--- src/rtl/disp_demux.sv ---
// Receive side of the 4-digit multiplexed seven-segment bus: rebuilds the four
// static digit patterns from the strobed anode/segment lines and decodes them.
module disp_demux #(
    parameter int STABLE_CYCLES  = 4,
    parameter int TIMEOUT_CYCLES = 1048576
) (
    input  logic        clk,
    input  logic        reset,
    input  logic [3:0]  an,
    input  logic [7:0]  sseg,
    output logic [7:0]  out0,
    output logic [7:0]  out1,
    output logic [7:0]  out2,
    output logic [7:0]  out3,
    output logic [15:0] hex,
    output logic [3:0]  hex_ok,
    output logic        frame_done,
    output logic        scan_err,
    output logic        stalled
);

    localparam int SW = $clog2(STABLE_CYCLES);
    localparam int TW = $clog2(TIMEOUT_CYCLES + 1);
    localparam logic [SW-1:0] STAB_ARM = SW'(STABLE_CYCLES - 2);
    localparam logic [SW-1:0] STAB_MAX = SW'(STABLE_CYCLES - 1);
    localparam logic [SW-1:0] STAB_ONE = SW'(1);
    localparam logic [TW-1:0] TO_MAX   = TW'(TIMEOUT_CYCLES);
    localparam logic [TW-1:0] TO_ONE   = TW'(1);

    logic [11:0]   samp;
    logic [SW-1:0] stab_cnt;
    logic [TW-1:0] to_cnt;
    logic [TW-1:0] to_nxt;
    logic [3:0]    seen;
    logic [3:0]    seen_upd;
    logic [7:0]    dig [4];
    logic [3:0]    an_low;
    logic [1:0]    cap_idx;
    logic          one_low;
    logic          multi_low;
    logic          same;
    logic          dwell_done;
    logic          capture;

    assign out0 = dig[0];
    assign out1 = dig[1];
    assign out2 = dig[2];
    assign out3 = dig[3];

    // Compare the incoming pins with the last sample so a dwell that starts at
    // edge E is accepted at edge E+STABLE_CYCLES-1.
    assign same       = ({an, sseg} == samp);
    assign dwell_done = same && (stab_cnt == STAB_ARM);
    assign an_low     = ~samp[11:8];
    assign multi_low  = (an_low & (an_low - 4'd1)) != 4'd0;
    assign capture    = dwell_done && one_low;
    assign seen_upd   = seen | (4'b0001 << cap_idx);
    assign to_nxt     = capture ? '0 : ((to_cnt == TO_MAX) ? to_cnt : to_cnt + TO_ONE);

    always_comb begin
        cap_idx = 2'd0;
        one_low = 1'b1;
        case (samp[11:8])
            4'b1110: cap_idx = 2'd0;
            4'b1101: cap_idx = 2'd1;
            4'b1011: cap_idx = 2'd2;
            4'b0111: cap_idx = 2'd3;
            default: one_low = 1'b0;
        endcase
    end

    // Returns {valid, nibble} for an active-low {g..a} glyph.
    function automatic logic [4:0] decode(input logic [6:0] seg);
        logic [4:0] r;
        case (seg)
            7'h40:   r = {1'b1, 4'h0};
            7'h79:   r = {1'b1, 4'h1};
            7'h24:   r = {1'b1, 4'h2};
            7'h30:   r = {1'b1, 4'h3};
            7'h19:   r = {1'b1, 4'h4};
            7'h12:   r = {1'b1, 4'h5};
            7'h02:   r = {1'b1, 4'h6};
            7'h78:   r = {1'b1, 4'h7};
            7'h00:   r = {1'b1, 4'h8};
            7'h10:   r = {1'b1, 4'h9};
            7'h08:   r = {1'b1, 4'hA};
            7'h03:   r = {1'b1, 4'hB};
            7'h46:   r = {1'b1, 4'hC};
            7'h21:   r = {1'b1, 4'hD};
            7'h06:   r = {1'b1, 4'hE};
            7'h0E:   r = {1'b1, 4'hF};
            default: r = 5'd0;
        endcase
        return r;
    endfunction

    always_ff @(posedge clk) begin
        if (reset) begin
            samp       <= 12'hFFF;
            stab_cnt   <= '0;
            to_cnt     <= '0;
            seen       <= 4'd0;
            frame_done <= 1'b0;
            scan_err   <= 1'b0;
            stalled    <= 1'b0;
            hex        <= 16'd0;
            hex_ok     <= 4'd0;
            for (int k = 0; k < 4; k++) dig[k] <= 8'hFF;
        end else begin
            samp       <= {an, sseg};
            frame_done <= 1'b0;
            to_cnt     <= to_nxt;
            stalled    <= (to_nxt >= TO_MAX);

            if (!same)
                stab_cnt <= '0;
            else if (stab_cnt != STAB_MAX)
                stab_cnt <= stab_cnt + STAB_ONE;

            if (capture) begin
                dig[cap_idx] <= samp[7:0];
                if (seen_upd == 4'b1111) begin
                    seen       <= 4'd0;
                    frame_done <= 1'b1;
                end else begin
                    seen <= seen_upd;
                end
            end

            if (dwell_done && multi_low)
                scan_err <= 1'b1;

            for (int k = 0; k < 4; k++)
                {hex_ok[k], hex[4*k +: 4]} <= decode(dig[k][6:0]);
        end
    end

endmodule
--- config.mk ---
export PLATFORM = sky130hd
export DESIGN_NAME = disp_demux
export DESIGN_NICKNAME = d
export VERILOG_FILES = /design/src/rtl/disp_demux.sv
export SDC_FILE = /design/constraint.sdc
export NUM_CORES = 1
export LEC_CHECK = 0
export BUFFER_PORTS_ARGS = -buffer_cell sky130_fd_sc_hd__clkbuf_2
export CELL_PAD_IN_SITES_DETAIL_PLACEMENT = 0
export CELL_PAD_IN_SITES_GLOBAL_PLACEMENT = 1
export CORE_ASPECT_RATIO = 0.7
export CORE_UTILIZATION = 44
export DETAILED_ROUTE_END_ITERATION = 8
export PLACE_DENSITY = 0.89
export SLEW_MARGIN = 15
export SYNTH_ARGS = -nofsm -noshare
export SYNTH_HDL_FRONTEND = slang
export SYNTH_SLANG_ARGS = --single-unit
--- constraint.sdc ---
create_clock -name clk -period 2.75 [get_ports clk]
set_input_delay 0.4125 -clock clk [delete_from_list [all_inputs] [get_ports clk]]
set_output_delay 0.4125 -clock clk [all_outputs]
set_load 0.02 [all_outputs]
[Word-level counts from Yosys, hierarchy flattened]
Memories as Yosys holds them, arrays and structs flattened.
Cells that the tools add are included.
Storage, ports and cells
  output and inout bits: 55
  bits in writable memories: 32
  bits in latches: 0
  memories: 1
  memory bits (read-only): 0
  register bits: 62
  logic and storage cells: 119
  input bits: 14
Operators by class
  add/sub/neg operators: 3
  divide/modulo/power cells: 0
  mux-type cells: 18
  shift-type cells: 1
  order comparisons: 1
  eq/ne operators: 69
  bitwise logic cells: 5
  reduce and logical (&&, ||, !) cells: 12
  multipliers: 0
Memory list
  dig: words 4, bits a word 8, read ports 4, clocked after Yosys merged registers in 0, wr ports 4, RTL line 36  | logic [7:0] dig [4];
Operators by type and width (count)
  5-bit one-hot mux with 16 select lines: 4
  7-bit equality test (second input constant): 16
  7-bit by 5-bit equality test with 1-bit output (second input constant): 12
  7-bit by 6-bit equality test with 1-bit output (second input constant): 12
  7-bit by 2-bit equality test with 1-bit output (second input constant): 8
  7-bit by 4-bit equality test with 1-bit output (second input constant): 8
  21-bit 2-to-1 mux: 2
  7-bit by 3-bit equality test with 1-bit output (second input constant): 4
  7-bit logical NOT: 4
  21-bit by 1-bit adder with 21-bit output (second input constant): 1
  21-bit equality test (second input constant): 1
  21-bit >= comparator (second input constant): 1
  4-bit equality test (second input constant): 4
  12-bit equality test: 1
  1-bit 2-to-1 mux: 8
  8-bit 2-to-1 mux: 1
  8-bit OR reduction: 1
  2-bit one-hot mux with 3 select lines: 1
  4-bit bitwise AND: 1
  4-bit by 3-bit equality test with 1-bit output (second input constant): 1
  4-bit 2-to-1 mux: 1
  4-bit NOT: 1
  4-bit OR: 1
  4-bit nonzero test: 1
  other kinds (10): 14

[Longest topological paths before layout]
Gate-level depths: netlist (run 1).
  depth in word-level cells: 9
  depth in mapped cells: 8
  mapped depth without buffers: 7

[Worst setup path before layout (run 1)]
OpenSTA, ideal clock, no wires.
  path type: input to register
  start: in sseg[4]
  end: mem dig[0][0] (enable)
  arrival time: 1780 ps
  setup time: 384 ps
  setup slack: 586 ps
  path buffers: 1
  stages: 5
  required time: 2366 ps
  cells stage by stage: xnor2_1 > and4_4 > nand4_4 > clkbuf_1 > o21ai_0
RTL lines
  start, declared: RTL line 10  | input logic [7:0] sseg,
  end, declared: RTL line 36

==> flow_summary_export.csv, run 1 <==
group,metric,value,unit
sta,period_minus_slack,2.304,ns
setup_path,critPathKind,"flop to flop",
cts,holdBufCountCts,0,
cts,root_buffer,"clkbuf_16",
yosys,synth-edff-count,32,
sta,rsz0062_at_grt,"no",
cts,cts-resized-gates,0,
floorplan,core,10590,um2
floorplan,row_count,31,
yosys,yosysSeqAreaShare,0.4451,
cts,path_clk_slew,0.07,ns
layout,drive_gt1_frac,0.2014,
drt,drtIter0Drc,338,
power,switching_power,0.0006936,W
drt,wl_per_cell,15.12,um
sta,worst_pin_slew,0.7391,ns
yosys,syn-cell-area,4902,um2
grt,gr-total-overflow,0,
floorplan,die_w,128.2,um
place,placed_cell_area,5251,um2
yosys,synth_ff_type,"dfxtp_1",
power,power_frac_comb,0.050,
place,hpwlAfterDp,7719,um
setup_path,required,2.77,ns
min_path,hp-start,"sseg[5]",
setup_path,path_max_fanout,12,
setup_path,path_delay_family,"simple AND/OR/NAND/NOR gates",
sta,hold_viol_final,0,
cts,htreeDepth,3,
drt,final_antenna_net_count,0,
yosys,synthTopCellsByArea,"dfxtp_1, edfxtp_1, nor2_1, xor2_1, nand2b_1",
setup_path,cp-startpoint,"samp[10]$_SDFF_PP1_",
sta,worst_clock_skew,0.006293,ns
cts,cts_tree,"built",
setup_path,max_stage_delay,0.55,ns
power,seqPwrFrac,0.520,
floorplan,die_area,11570,um2
yosys,ys_warn_count,0,
sta,slew_headroom,0.5050,
yosys,async_flop_share,0,
yosys,syn_area_per_cell,9.197,um2
status,outcome,"finished clean",
layout,stdcell_area,5540,um2
yosys,yosys_register_bits,93,
setup_path,critPathArrivalTime,2.32,ns
power,cellLeakagePower,1.962,nW
power,ir_worst_vdd,0.0003129,V
drt,routed_wirelength,11020,um
grt,grt_util_all_layers,0.1999,
drt,drc,0,
yosys,yosysUniqueCellTypes,69,
layout,area_growth,13.02,%
setup_path,regToRegStartpoint,"samp[10]$_SDFF_PP1_",
grt,grt_max_degree,39,
power,p_per_area,509.7,nW/um2
cts,clock_path_buffers,2,
drt,vias,4063,
setup_path,cp_slowest_cell,"dfxtp_1",
flow_run,drv_cap,0,
layout,fin_nets,594,
layout,antenna_cells,0,
floorplan,die_h,90.31,um
floorplan,pin_count,69,
place,io_buffers,68,
yosys,synth.most_common_cell,"dfxtp_1",
setup_path,worst_setup_path_start_kind,"flop",
setup_path,end_kind,"flop",
grt,grt_pass1_wl,18370,um
min_path,timing.hold.worst.class,"input port to flop",
sta,final.setup.tns,0,ns
grt,grt_pass1_vias,3705,
cts,insertion_delay,0.35,ns
cts,post_cts_buffers,0,
cts,cts_buffers,9,
yosys,syn_nets,551,
drt,viasPerCell,5.573,
sta,timing.fmax,0.4340,GHz
power,p_int,0.002131,W
sta,finalMaxSlewViolations,0,
sta,min_period_over_period,0.8379,
power,p_clk_frac,0.431,
cts,cts.sinks,93,
drt,drt_first_pass_iters,6,
yosys,yosys.area.top_type_share,0.2491,
place,gp_congestion,0.8503,
grt,antenna_found_initial,0,
setup_path,crit_chain,"xnor2_1 > and4_4 > and4_1 > and2_4 > or2_1",
power,swShare,0.2456,
yosys,synthTopCellsByCount,"dfxtp_1, nor2_1, edfxtp_1",
floorplan,start_util,0.4630,
setup_path,path_buf_inv,0,
yosys,syn_inst,533,
setup_path,r2r_slack,0.45,ns
sta,setup_viol,0,
yosys,yosysTopAreaCell,"dfxtp_1",
==> path summary, 6_finish.rpt <==
check                            endpoint  cells past startpoint
setup / recovery  dig[2][1]$_SDFFCE_PN1P_                      5
setup reg to reg  dig[2][1]$_SDFFCE_PN1P_                      5
hold reg to reg     scan_err$_SDFFE_PP0P_                      2
hold / removal         samp[5]$_SDFF_PP1_                      2
==> power groups by stage <==
| stage | sequential (W) | clock (W) | combinational [W] |
|---|---|---|---|
| final | 0.00147 | 0.00122 | 0.000140 |
| after global routing | 0.00147 | 0.00131 | 0.000155 |
| after CTS | 0.00147 | 0.00124 | 0.000140 |
| after detailed placement | 0.00150 | 0 | 0.000139 |
| after global placement | 0.00150 | 0 | 0.000136 |
| after floorplan | 0.00148 | 0 | 0.000115 |
==> cell families (layout without fill, tap and decap cells) <==
kind of cell	after synthesis	after routing	share of synthesized area
AND/OR/NAND/NOR	252	252	0.2912
flip-flops	93	93	0.4451
multiplexers	3	3	0.006381
buffers and inverters	48	96	0.04671
XOR/XNOR	40	40	0.07300
AO/OA/AOI/OAI	92	92	0.1253
adder cells (fa/ha/maj)	5	5	0.01225
==> worst register-to-register path, cell delays in order (launching register included) <==
cell and delay, ns:
dfxtp_1 0.55, xnor2_1 0.20, and4_4 0.28, and4_1 0.36, and2_4 0.25, or2_1 0.32
==> sequential cells by signal, indices dropped and copies added (netlist names) <==
| name | cells |
|---|---|
| seen | 4 |
| hex_ok | 4 |
| hex | 16 |
| samp | 12 |
| to_cnt | 20 |
| scan_err | 1 |
| stab_cnt | 2 |
| frame_done | 1 |
| stalled | 1 |
| dig | 32 |
==> final cells by class <==
type                    count  area [um2]
flip-flops and latches     93        2182
clock inverters             7       63.81
well taps                 148       185.2
repair buffers             70       355.3
clock buffers               9       225.2
multi-input cells         392        2491
fillers                   971        5049
inverters                  10       37.54
==> routing by layer <==
layer  vias to the layer above  track usage  routed length, um
li1                       2005            -                  -
met1                      1933       0.2854               5500
met2                       117       0.2962               4802
met3                         8      0.05746                627
met4                         0      0.04804                 93
met5                         -            0                  0
==> per-stage QoR <==
stage          total power [W]  utilization  instances  hold slack [ns]  worst slack [ns]
3_3_place_gp          0.001632       0.4959        713           0.4656            0.4653
5_1_grt               0.002933       0.5232        729           0.2684            0.2759
4_1_cts               0.002847       0.5232        729           0.2728            0.4346
6_report              0.002824       0.5232        729           0.2784            0.4457
2_1_floorplan         0.001598            -        533           0.4572            0.5862
3_5_place_dp          0.001638       0.4959        713           0.4646            0.3858
==> cell usage in the layout (no fill, tap or decap), drive strengths merged, types with 22 or more instances in the layout <==
cell	synthesis	layout
edfxtp	32	32
clkbuf	26	77
nand2	29	29
nand3	22	22
nor2	59	59
dfxtp	61	61
a21oi	29	29
nand2b	27	27
(Power assumes the default switching activity.)
==> inputs of run 2 (changes only) <==
--- a/config.mk
+++ b/config.mk
@@ -5,13 +5,14 @@
 export SDC_FILE = /design/constraint.sdc
 export NUM_CORES = 1
 export LEC_CHECK = 0
+export ABC_AREA = 1
 export BUFFER_PORTS_ARGS = -buffer_cell sky130_fd_sc_hd__clkbuf_2
 export CELL_PAD_IN_SITES_DETAIL_PLACEMENT = 0
 export CELL_PAD_IN_SITES_GLOBAL_PLACEMENT = 1
 export CORE_ASPECT_RATIO = 0.7
-export CORE_UTILIZATION = 44
+export CORE_UTILIZATION = 38
 export DETAILED_ROUTE_END_ITERATION = 8
-export PLACE_DENSITY = 0.89
+export PLACE_DENSITY = 0.86
 export SLEW_MARGIN = 15
 export SYNTH_ARGS = -nofsm -noshare
 export SYNTH_HDL_FRONTEND = slang
==> constraint.sdc (replaced) <==
create_clock -name clk -period 1.91 [get_ports clk]
set_input_delay 0.2865 -clock clk [delete_from_list [all_inputs] [get_ports clk]]
set_output_delay 0.2865 -clock clk [all_outputs]
set_load 0.02 [all_outputs]
==> run 2 against run 1 <==
  * Flip-flop and latch count unchanged
  * First-iteration DRC count decreased by 6.5%
  * Critical path type unchanged
  * Largest power group unchanged
  * Routed wire length about the same
  * Setup slack got worse by 0.25 ns
  * Clock skew increased by 0.0044 ns
  * Final area increased by 2.0%
  * Combinational power increased by 51%
  * Area after synthesis decreased by 3.5%
  * Synthesized cell count increased by 19%
  * Final cell count increased by 22%
  * Worst hold slack got worse by 0.13 ns
  * Critical endpoint is now dig[0][0]$_SDFFCE_PN1P_
  * Sequential share of layout area decreased by 0.70 points
==> flow_summary_export.csv, run 2 <==
group,metric,value,unit
status,outcome,"finished clean",
setup_path,r2r_slack,0.19,ns
floorplan,die_area,12900,um2
yosys,yosys.area.top_type_share,0.2583,
sta,worst_clock_skew,0.01070,ns
setup_path,critPathKind,"flop to flop",
drt,wl_per_cell,12.38,um
yosys,muxShareOfSynthArea,0,
yosys,yosysSeqAreaShare,0.4615,
sta,worst_pin_slew,0.4783,ns
grt,grt_pass1_vias,3790,
layout,antenna_cells,0,
yosys,synthTopCellsByCount,"nand2_1, inv_1, nor2_1",
setup_path,required,2.00,ns
setup_path,path_delay_family,"simple AND/OR/NAND/NOR gates",
power,ir_worst_vdd,0.0005393,V
floorplan,start_util,0.3962,
setup_path,r2r.worst_path.cells,10,
cts,clock_path_buffers,2,
place,gp_congestion,0.9310,
yosys,synth.most_common_cell,"nand2_1",
floorplan,row_count,33,
yosys,syn_area_per_cell,7.434,um2
sta,finalMaxSlewViolations,0,
setup_path,worst_setup_path_start_kind,"flop",
layout,largestRegisters,"dig x32, to_cnt x20, hex x16",
floorplan,die_w,135.3,um
setup_path,path_buf_inv,2,
setup_path,timing.critical_path.mode_cell,"nand2_1",
layout,layout_commonest_cell,"nand2_1",
drt,routed.top_layer,"met4",
drt,drc,0,
yosys,syn_inst,636,
yosys,synth_compound_area_frac,0.06060,
min_path,min_to,"samp[10]$_SDFF_PP1_",
setup_path,worstReg2RegEnd,"dig[0][0]$_SDFFCE_PN1P_",
cts,cts_buffers,9,
yosys,syn_nets,654,
cts,cts.sinks,93,
place,io_buffers,68,
yosys,syn-cell-area,4728,um2
layout,ff_latch_area,2187,um2
setup_path,crit_chain,"inv_2 > nand2_1 > nand2_1 > nor2_1 > nand2_1 > nor2_4 > nand4_4 > nor2_4 > buf_12 > nand3_1",
drt,drt_first_pass_iters,5,
sta,slew_headroom,0.6787,
yosys,synth_ff_type,"dfxtp_1",
yosys,synthXorXnorAreaFrac,0.02964,
yosys,yosys_register_bits,93,
layout,fin_nets,746,
yosys,synthAdderAreaFrac,0.01058,
grt,antenna_found_initial,0,
floorplan,die_h,95.33,um
layout,regMostFlops,"dig",
cts,root_buffer,"clkbuf_16",
yosys,synthTopCellsByArea,"dfxtp_1, edfxtp_1, nand2_1, nand3_1, inv_1",
layout,largest_register_ffs,32,
power,seqPwrFrac,0.529,
layout,stdcell_area,5653,um2
sta,setup_viol,0,
setup_path,cp_slowest_cell,"dfxtp_2",
yosys,yosysUniqueCellTypes,33,
sta,worst_hold_slack,0.1491,ns
grt,grt_pass1_wl,18050,um
drt,m1WireLength,5346,um
drt,drtIter0Drc,316,
setup_path,cp-startpoint,"samp[8]$_SDFF_PP1_",
drt,wl_met3,890,um
drt,final_antenna_net_count,0,
flow_run,drv_cap,0,
layout,fillers,1148,
layout,final_cells,890,
grt,grt_max_degree,29,
setup_path,end_kind,"flop",
sta,final.setup.tns,0,ns
layout,area_growth,19.56,%
drt,vias,4410,
power,p_per_area,697.3,nW/um2
sta,hold_viol_final,0,
power,p_clk_frac,0.417,
power,p_int,0.003059,W
cts,cts_tree,"built",
layout,multi_input_area,2101,um2
place,hpwlAfterDp,8447,um
yosys,synth_top_family_by_area,"simple AND/OR/NAND/NOR gates",
power,cellLeakagePower,2.608,nW
min_path,hold_depth,3,
sta,period_minus_slack,1.718,ns
setup_path,critPathArrivalTime,1.80,ns
place,place_inst,872,
yosys,ys_warn_count,0,
drt,viasPerCell,4.955,
drt,routed_wirelength,11020,um
cts,htreeDepth,3,
grt,gr-total-overflow,0,
yosys,async_flop_share,0,
cts,path_clk_slew,0.06,ns
grt,grt_util_all_layers,0.1804,
floorplan,core,11930,um2
min_path,timing.hold.worst.class,"input port to flop",
place,placed_cell_area,5353,um2
yosys,synth-edff-count,32,
layout,drive_gt1_frac,0.1678,
power,switching_power,0.0008823,W
setup_path,max_stage_delay,0.38,ns
yosys,synthSimpleGateAreaFrac,0.3416,
sta,min_period_over_period,0.8997,
drt,dr_wl_met2,4527,um
floorplan,pin_count,69,
layout,layout_common_cells,"nand2_1, inv_1, nor2_1, nand3_1, clkbuf_2",
sta,timing.fmax,0.5819,GHz
cts,insertion_delay,0.34,ns
min_path,hp-start,"an[2]",
yosys,yosysTopAreaCell,"dfxtp_1",
setup_path,regToRegStartpoint,"samp[8]$_SDFF_PP1_",
cts,holdBufCountCts,0,
power,power_frac_comb,0.054,
sta,rsz0062_at_grt,"no",
power,swShare,0.2239,
setup_path,path_max_fanout,28,
[run 2: cell types whose count changed in the layout (fill, tap and decap cells not counted), moves of 20 or more]
cell / delta
nand2_1: +94
inv_1: +84
nand3_1: +59
nor2_1: +33
nand2b_1: -27
buf_4: +20
or3_1: -20
[run 2: per-stage QoR]
stage | power (W) | setup slack, ns | util
5_1_grt | 0.004100 | 0.006340 | 0.4737
2_1_floorplan | 0.002255 | -0.008576 | -
3_5_place_dp | 0.002337 | 0.03790 | 0.4486
3_3_place_gp | 0.002332 | 0.1440 | 0.4486
6_report | 0.003942 | 0.1916 | 0.4737
4_1_cts | 0.003985 | 0.02425 | 0.4713
[run 2: layout make-up]
type | instances | area share
clock buffers | 13 | 0.04427
clock inverters | 3 | 0.003763
inverters | 99 | 0.06574
multi-input cells | 434 | 0.3716
flip-flops and latches | 93 | 0.3869
well taps | 157 | 0.03475
repair buffers | 91 | 0.09296
[run 2: how the worst max path moves through the flow]
stage,to,cells after the start
floorplan,dig[0][0]$_SDFFCE_PN1P_,9
global placement,dig[0][6]$_SDFFCE_PN1P_,10
detailed placement,dig[0][0]$_SDFFCE_PN1P_,10
CTS,dig[0][0]$_SDFFCE_PN1P_,10
finish,dig[0][0]$_SDFFCE_PN1P_,10
global route,dig[1][0]$_SDFFCE_PN1P_,10
[run 2: cells by family (layout without fill, tap and decap cells)]
group	Yosys count	after routing
DFF	93	93
AOI/OAI and AO/OA	53	53
xor gates and xnor gates	16	16
buffers and inverters	109	206
and+or+nand+nor	361	361
adders and majority gates	4	4
[run 2: worst min-delay path, stage by stage]
cell and delay [ns]:
clkbuf_2 0.09, inv_1 0.05, nand2_1 0.04
[run 2: power groups by stage]
stage          clock network (W)  registers (W)  logic [W]
4_1_cts                  0.00169        0.00208   0.000211
5_1_grt                  0.00177        0.00209   0.000239
6_report                 0.00165        0.00208   0.000212
2_1_floorplan                  0        0.00213   0.000130
3_3_place_gp                   0        0.00213   0.000206
3_5_place_dp                   0        0.00213   0.000210
[run 2: timing repair]
action | CTS | global route
setup endpoints to repair | 0 | 86
resized for setup | 0 | 5
endpoints found under the hold margin | 0 | 0
buffers inserted | 0 | 2
[run 2: layer usage]
metal,up-vias,track usage
met5,-,0
met4,0,0.07303
met3,21,0.05210
met2,165,0.2637
met1,1962,0.2489
li1,2262,-
